$ cat config.mk
export PLATFORM = sky130hd
export DESIGN_NAME = hex_scan_display_flat
export DESIGN_NICKNAME = d
export VERILOG_FILES = /design/src/rtl/hex_scan_display_pkg.sv /design/src/rtl/hex_scan_display_if.sv /design/src/rtl/hex_scan_display_decoder.sv /design/src/rtl/hex_scan_display.sv /design/src/flat_wrapper.sv
export SDC_FILE = /design/constraint.sdc
export NUM_CORES = 1
export LEC_CHECK = 0
export CAP_MARGIN = 20
export CORE_UTILIZATION = 45
export CTS_BUF_LIST = sky130_fd_sc_hd__clkbuf_8
export CTS_CLUSTER_DIAMETER = 30
export DETAILED_ROUTE_END_ITERATION = 12
export PLACE_DENSITY = 0.72
export SYNTH_ARGS = -nofsm -noshare
export SYNTH_HDL_FRONTEND = slang
export SYNTH_SLANG_ARGS = --single-unit
$ cat constraint.sdc
create_clock -name clk -period 3.1 [get_ports clk]
set_clock_uncertainty 0.1 [all_clocks]
set_input_delay 0.31 -clock clk [delete_from_list [all_inputs] [get_ports clk]]
set_output_delay 0.31 -clock clk [all_outputs]
set_load 0.02 [all_outputs]
$ cat src/rtl/hex_scan_display_pkg.sv
// Shared constants, slot type and glyph lookup for the scanned hex display.
// Segment order is {a,b,c,d,e,f,g} with a at bit 6, active-high.
package hex_display_pkg;

    localparam int SEG_W = 7;

    localparam logic [SEG_W-1:0] GLYPH_0     = 7'b1111110;
    localparam logic [SEG_W-1:0] GLYPH_1     = 7'b0110000;
    localparam logic [SEG_W-1:0] GLYPH_2     = 7'b1101101;
    localparam logic [SEG_W-1:0] GLYPH_3     = 7'b1111001;
    localparam logic [SEG_W-1:0] GLYPH_4     = 7'b0110011;
    localparam logic [SEG_W-1:0] GLYPH_5     = 7'b1011011;
    localparam logic [SEG_W-1:0] GLYPH_6     = 7'b1011111;
    localparam logic [SEG_W-1:0] GLYPH_7     = 7'b1110000;
    localparam logic [SEG_W-1:0] GLYPH_8     = 7'b1111111;
    localparam logic [SEG_W-1:0] GLYPH_9     = 7'b1111011;
    localparam logic [SEG_W-1:0] GLYPH_A     = 7'b1110111;
    localparam logic [SEG_W-1:0] GLYPH_B     = 7'b0011111;
    localparam logic [SEG_W-1:0] GLYPH_C     = 7'b1001110;
    localparam logic [SEG_W-1:0] GLYPH_D     = 7'b0111101;
    localparam logic [SEG_W-1:0] GLYPH_E     = 7'b1001111;
    localparam logic [SEG_W-1:0] GLYPH_F     = 7'b1000111;
    localparam logic [SEG_W-1:0] GLYPH_BLANK = 7'b0000000;
    localparam logic [SEG_W-1:0] GLYPH_DASH  = 7'b0000001;

    typedef struct packed {
        logic       full;
        logic       is_dash;
        logic [3:0] value;
    } slot_t;

    function automatic logic [SEG_W-1:0] glyph(input logic [3:0] v);
        case (v)
            4'h0:    return GLYPH_0;
            4'h1:    return GLYPH_1;
            4'h2:    return GLYPH_2;
            4'h3:    return GLYPH_3;
            4'h4:    return GLYPH_4;
            4'h5:    return GLYPH_5;
            4'h6:    return GLYPH_6;
            4'h7:    return GLYPH_7;
            4'h8:    return GLYPH_8;
            4'h9:    return GLYPH_9;
            4'hA:    return GLYPH_A;
            4'hB:    return GLYPH_B;
            4'hC:    return GLYPH_C;
            4'hD:    return GLYPH_D;
            4'hE:    return GLYPH_E;
            default: return GLYPH_F;
        endcase
    endfunction

    function automatic logic [SEG_W-1:0] slot_glyph(input slot_t s);
        if (!s.full)
            return GLYPH_BLANK;
        else if (s.is_dash)
            return GLYPH_DASH;
        else
            return glyph(s.value);
    endfunction

endpackage

$ cat src/rtl/hex_scan_display_if.sv
// Code stream in, multiplexed segment bank out. Parameters must match the
// display instance that the slave modport is bound to.
interface hex_scan_display_if #(
    parameter int CODE_W = 8,
    parameter int DIGITS = 4
);
    logic              code_valid;
    logic [CODE_W-1:0] code;
    logic              clear;
    logic [6:0]        seg;
    logic [DIGITS-1:0] dig_sel;
    logic [3:0]        last_value;
    logic              code_err;

    modport master (
        output code_valid, code, clear,
        input  seg, dig_sel, last_value, code_err
    );

    modport slave (
        input  code_valid, code, clear,
        output seg, dig_sel, last_value, code_err
    );
endinterface

$ cat src/rtl/hex_scan_display_decoder.sv
// Pulse-pair code decoder: a valid word is "10" repeated k+1 times from the
// MSB followed by zeros; the digit value is k.
module hex_code_decoder #(
    parameter int CODE_W = 8
) (
    input  logic [CODE_W-1:0] code_i,
    output logic              valid_o,
    output logic [3:0]        value_o
);

    function automatic logic [CODE_W-1:0] pattern(input int k);
        logic [CODE_W-1:0] p;
        p = '0;
        for (int j = 0; j < CODE_W/2; j++) begin
            if (j <= k)
                p[CODE_W-1-2*j] = 1'b1;
        end
        return p;
    endfunction

    always_comb begin
        valid_o = 1'b0;
        value_o = '0;
        for (int k = 0; k < CODE_W/2; k++) begin
            if (code_i == pattern(k)) begin
                valid_o = 1'b1;
                value_o = 4'(k);
            end
        end
    end

endmodule

$ cat src/rtl/hex_scan_display.sv
// Scrolling DIGITS-deep history of decoded codes on a multiplexed 7-seg bank.
// Define HEX_SCAN_DISPLAY_ERR_GLYPH_EN to push a dash for invalid codes.
module hex_scan_display
    import hex_display_pkg::*;
#(
    parameter int CODE_W   = 8,
    parameter int DIGITS   = 4,
    parameter int SCAN_DIV = 1000
) (
    input  logic                clk,
    input  logic                rst_n,
    hex_scan_display_if.slave   bus
);

    localparam int PRE_W = $clog2(SCAN_DIV);
    localparam int IDX_W = (DIGITS > 1) ? $clog2(DIGITS) : 1;

    logic [PRE_W-1:0]  pre_q, pre_d;
    logic [IDX_W-1:0]  idx_q, idx_d;
    slot_t             slots_q [DIGITS];
    slot_t             slots_d [DIGITS];
    logic [SEG_W-1:0]  seg_q, seg_d;
    logic [DIGITS-1:0] dig_sel_q, dig_sel_d;
    logic [3:0]        last_q, last_d;
    logic              err_q, err_d;

    logic              dec_valid;
    logic [3:0]        dec_value;
    logic              push;
    slot_t             new_slot;

    hex_code_decoder #(.CODE_W(CODE_W)) u_dec (
        .code_i  (bus.code),
        .valid_o (dec_valid),
        .value_o (dec_value)
    );

    always_comb begin
        pre_d = pre_q + 1'b1;
        idx_d = idx_q;
        if (pre_q == PRE_W'(SCAN_DIV - 1)) begin
            pre_d = '0;
            idx_d = (idx_q == IDX_W'(DIGITS - 1)) ? '0 : idx_q + 1'b1;
        end
    end

    // clear takes priority over a same-cycle code, which is then dropped silently
    always_comb begin
        push     = 1'b0;
        new_slot = '0;
        last_d   = last_q;
        err_d    = 1'b0;
        if (bus.code_valid && !bus.clear) begin
            if (dec_valid) begin
                push     = 1'b1;
                new_slot = '{full: 1'b1, is_dash: 1'b0, value: dec_value};
                last_d   = dec_value;
            end else begin
                err_d = 1'b1;
`ifdef HEX_SCAN_DISPLAY_ERR_GLYPH_EN
                push     = 1'b1;
                new_slot = '{full: 1'b1, is_dash: 1'b1, value: 4'h0};
`endif
            end
        end
    end

    always_comb begin
        for (int i = 0; i < DIGITS; i++)
            slots_d[i] = slots_q[i];
        if (bus.clear) begin
            for (int i = 0; i < DIGITS; i++)
                slots_d[i] = '0;
        end else if (push) begin
            slots_d[0] = new_slot;
            for (int i = 1; i < DIGITS; i++)
                slots_d[i] = slots_q[i-1];
        end
    end

    // Both outputs derive from the same idx_q so the pair can never disagree
    always_comb begin
        dig_sel_d = DIGITS'(1) << idx_q;
        seg_d     = slot_glyph(slots_q[idx_q]);
    end

    always_ff @(posedge clk or negedge rst_n) begin
        if (!rst_n) begin
            pre_q     <= '0;
            idx_q     <= '0;
            for (int i = 0; i < DIGITS; i++)
                slots_q[i] <= '0;
            seg_q     <= GLYPH_BLANK;
            dig_sel_q <= DIGITS'(1);
            last_q    <= '0;
            err_q     <= 1'b0;
        end else begin
            pre_q     <= pre_d;
            idx_q     <= idx_d;
            for (int i = 0; i < DIGITS; i++)
                slots_q[i] <= slots_d[i];
            seg_q     <= seg_d;
            dig_sel_q <= dig_sel_d;
            last_q    <= last_d;
            err_q     <= err_d;
        end
    end

    assign bus.seg        = seg_q;
    assign bus.dig_sel    = dig_sel_q;
    assign bus.last_value = last_q;
    assign bus.code_err   = err_q;

endmodule

$ cat src/flat_wrapper.sv
// flat-port wrapper written by rule: the top's interface ports become plain ports
module hex_scan_display_flat import hex_display_pkg::*;
#(
    parameter int CODE_W   = 8,
    parameter int DIGITS   = 4,
    parameter int SCAN_DIV = 1000
)
  (clk, rst_n, bus_code_valid, bus_code, bus_clear, bus_seg, bus_dig_sel, bus_last_value, bus_code_err);
  hex_scan_display_if #(.CODE_W(CODE_W), .DIGITS(DIGITS)) bus_i ();
  input  logic clk;
  input  logic rst_n;
  input wire logic [$bits(bus_i.code_valid)-1:0] bus_code_valid;
  input wire logic [$bits(bus_i.code)-1:0] bus_code;
  input wire logic [$bits(bus_i.clear)-1:0] bus_clear;
  output wire logic [$bits(bus_i.seg)-1:0] bus_seg;
  output wire logic [$bits(bus_i.dig_sel)-1:0] bus_dig_sel;
  output wire logic [$bits(bus_i.last_value)-1:0] bus_last_value;
  output wire logic [$bits(bus_i.code_err)-1:0] bus_code_err;
  assign bus_i.code_valid = bus_code_valid;
  assign bus_i.code = bus_code;
  assign bus_i.clear = bus_clear;
  assign bus_seg = bus_i.seg;
  assign bus_dig_sel = bus_i.dig_sel;
  assign bus_last_value = bus_i.last_value;
  assign bus_code_err = bus_i.code_err;
  hex_scan_display #(.CODE_W(CODE_W), .DIGITS(DIGITS), .SCAN_DIV(SCAN_DIV)) u_core (.clk(clk), .rst_n(rst_n), .bus(bus_i));
endmodule
==> impl_metrics.ini <==
[timing]
period_share_pct = 70.02
setup_viol = 0
drv_slew = 0
hold_violations = 0
fin_crit_ps = 2171
setup_tns_ps = 0
rsz0062_at_grt = no
fmax_mhz = 460.7

[routing]
antenna_left = 0
drt_first_pass_iters = 4
wl_mm = 3.150
vias = 1188
drc = 0
avgViaCountPerCell = 5.165
wl_per_cell_um = 13.70
first_iter_violations = 68

[yosys]
async_flop_share_pct = 100.0
synthTopCellsByArea = dfrtp_1, nand3_1, o21ai_0
synth-main-ff-cell = dfrtp_1
postSynthAreaPerCell_um2 = 11.07
synth-seq-area-share_pct = 54.37
synth_seq_cells = 37
syn_inst = 154
synth_area_leader_cell = dfrtp_1
synth_edf_count = 0
synth_top_cell_area_share_pct = 52.82
synth_cell_type_count = 43
ys_warn_count = 0
syn-cell-area_um2 = 1705

[critical_path]
critPathMaxStageDelay_ps = 450
cp_slowest_cell = clkdlybuf4s50_1
reg2regPathDepth = 5
worstPathRequired_ps = 3160
crit_type = input port to register
startpoint_type = input port
rr_endpoint = u_core.idx_q[1]$_DFFE_PN0N_
endpoint_kind = register
cp.arrival_ps = 2230
r2r_setup_slack_ps = 1130
crit_path_max_fanout = 13
crit_chain = clkdlybuf4s50_1 -> or3b_4 -> a2111oi_4 -> buf_4 -> and2_4 -> mux2_1
r2r-start = u_core.pre_q[0]$_DFF_PN0_

[outcome]
outcome = complete, no violations

[clock_tree]
cts.reportedPaths.clkPinSlew_ps = 70
cts_tree = built
cts_setup_buffers = 0
ctsLongestPathBuffers = 2
cts_resized = 0
clock-root-buffer = clkbuf_8
clock-sinks = 37
cts-buffers-inserted = 5
clk_latency_ps = 280
cts-hold-fix-buffers = 0
htreeDepth = 2

[global_route]
overflow = 0
grt_pass1_vias = 1195
grt_max_degree = 38
grt_use_total_pct = 17.37
grt_pass1_wl_mm = 5.244
antenna_found_initial = 0

[power_and_ir_drop]
ir_worst_vdd_mv = 0.2785
power_leakage_nw = 0.9376
power_density_nw_per_um2 = 412.4

[cells_and_area]
drive_gt1_share_pct = 11.54
antenna_cells = 0
syn_to_final_growth_pct = 20.91
utilization_pct = 56.32
finalNetCount = 198
fillers = 317

[worst_hold_path]
worst_hold_path_type = input port to async pin

[job]
maxCapViolations = 0

[die]
row_count = 22
dieWidth_um = 63.56
pin_count = 28
dieArea_um2 = 4040
die_y_um = 63.56
start_util_pct = 46.58
core_um2 = 3661

[placement]
port_buffers = 25
dpl.hpwl_mm = 2.233
gp_congestion = 0.7684
cells by family (layout without fill, tap and decap cells):
| kind of cell | Yosys count | in the layout | synth area share (%) |
|---|---|---|---|
| flops | 37 | 37 | 54.37 |
| compound gates | 27 | 27 | 11.45 |
| mux | 7 | 7 | 5.869 |
| buf+inv | 14 | 41 | 4.695 |
| simple gates | 58 | 58 | 17.17 |
| other cells | 1 | 2 | 0.2199 |
| fa+ha+maj | 5 | 5 | 3.668 |
| xor+xnor | 5 | 5 | 2.568 |
Yosys cell counts, types with 2 or more instances:
cell type  count
dfrtp_1       36
o21ai_0       13
nor2b_1        5
a22o_1         2
nor2_1        12
inv_1          5
o21a_1         2
ha_1           5
buf_4          3
nand3_1       13
and2_1         2
mux2_2         3
mux4_2         2
nand2_1       16
clkbuf_1       3
xnor2_1        3
buf_6          2
xor2_1         2
state kept, by name (all words and copies together), names as in the netlist:
name	cells
u_core.slots_q	12
u_core.bus.code_err	1
u_core.pre_q	10
u_core.bus.last_value	2
u_core.idx_q	2
u_core.bus.seg	6
u_core.bus.dig_sel	4
critical path, delay by kind of cell:
kind            cells  cell delay (ps)
simple gates        2              630
mux                 1              330
buf+inv             2              690
compound gates      1              280
final cells by class:
| type | instances | area (µm²) | area share (%) |
|---|---|---|---|
| Tap cell | 48 | 60.06 | 2.913 |
| Multi-Input combinational cell | 104 | 701.9 | 34.04 |
| Timing Repair Buffer | 28 | 272.8 | 13.23 |
| Clock buffer | 5 | 68.82 | 3.337 |
| Inverter | 5 | 18.77 | 0.9102 |
| Clock inverter | 3 | 12.51 | 0.6068 |
| Sequential cell | 37 | 927.1 | 44.96 |
power breakdown:
group	total, W	internal (W)	switching (W)
clock network	0.000305	0.000151	0.000154
registers	0.000488	0.000486	0.00000183
logic	0.0000569	0.0000252	0.0000317
per-layer routing:
metal | track usage (%) | routed length (µm) | share of wire, %
met3 | 5.435 | 113 | 3.6
met2 | 29.79 | 1657 | 53
met5 | 0 | 0 | 0
met1 | 19.51 | 1327 | 42
met4 | 7.955 | 53 | 1.7
metrics by stage:
| step | worst slack (ps) | hold slack, ps | cell area (µm²) | instances | total power (W) |
|---|---|---|---|---|---|
| after floorplan | 1298 | -85.59 | 1709 | 155 | 0.0005201 |
| after global placement | 701.3 | 343.8 | 1981 | 222 | 0.0005532 |
| after detailed placement | 648.3 | 355.7 | 1981 | 222 | 0.0005544 |
| after CTS | 949.5 | 345.6 | 2062 | 230 | 0.0008667 |
| after global routing | 862.8 | 390.9 | 2062 | 230 | 0.0008948 |
| final | 929.3 | 342.9 | 2062 | 230 | 0.0008504 |
worst max path at each step:
stage / start / to / slack, ps / cells after the start
finish: bus_code[7] / u_core.bus.last_value[0]$_DFFE_PN0P_ / 930 / 6
global route: bus_code[7] / u_core.bus.last_value[0]$_DFFE_PN0P_ / 860 / 6
CTS: bus_code[7] / u_core.bus.last_value[0]$_DFFE_PN0P_ / 950 / 6
detailed placement: bus_code[7] / u_core.bus.last_value[0]$_DFFE_PN0P_ / 650 / 6
global placement: bus_code[7] / u_core.bus.last_value[0]$_DFFE_PN0P_ / 700 / 6
floorplan: bus_code[4] / u_core.bus.last_value[0]$_DFFE_PN0P_ / 1300 / 4
layout by cell type (no fill, tap or decap), types with 2 or more instances in the layout:
master,netlist,routed
nor2b_1,5,5
nand2_1,16,16
clkbuf_8,0,5
mux4_2,2,2
buf_4,3,3
nand3_1,13,13
xnor2_1,3,3
inv_1,5,7
ha_1,5,5
xor2_1,2,2
dfrtp_1,36,36
o21ai_0,13,13
conb_1,1,2
a22o_1,2,2
mux2_2,3,3
nor2_1,12,12
o21a_1,2,2
and2_1,2,2
clkdlybuf4s50_1,0,25
No activity file was read; power rests on OpenSTA's default activity.
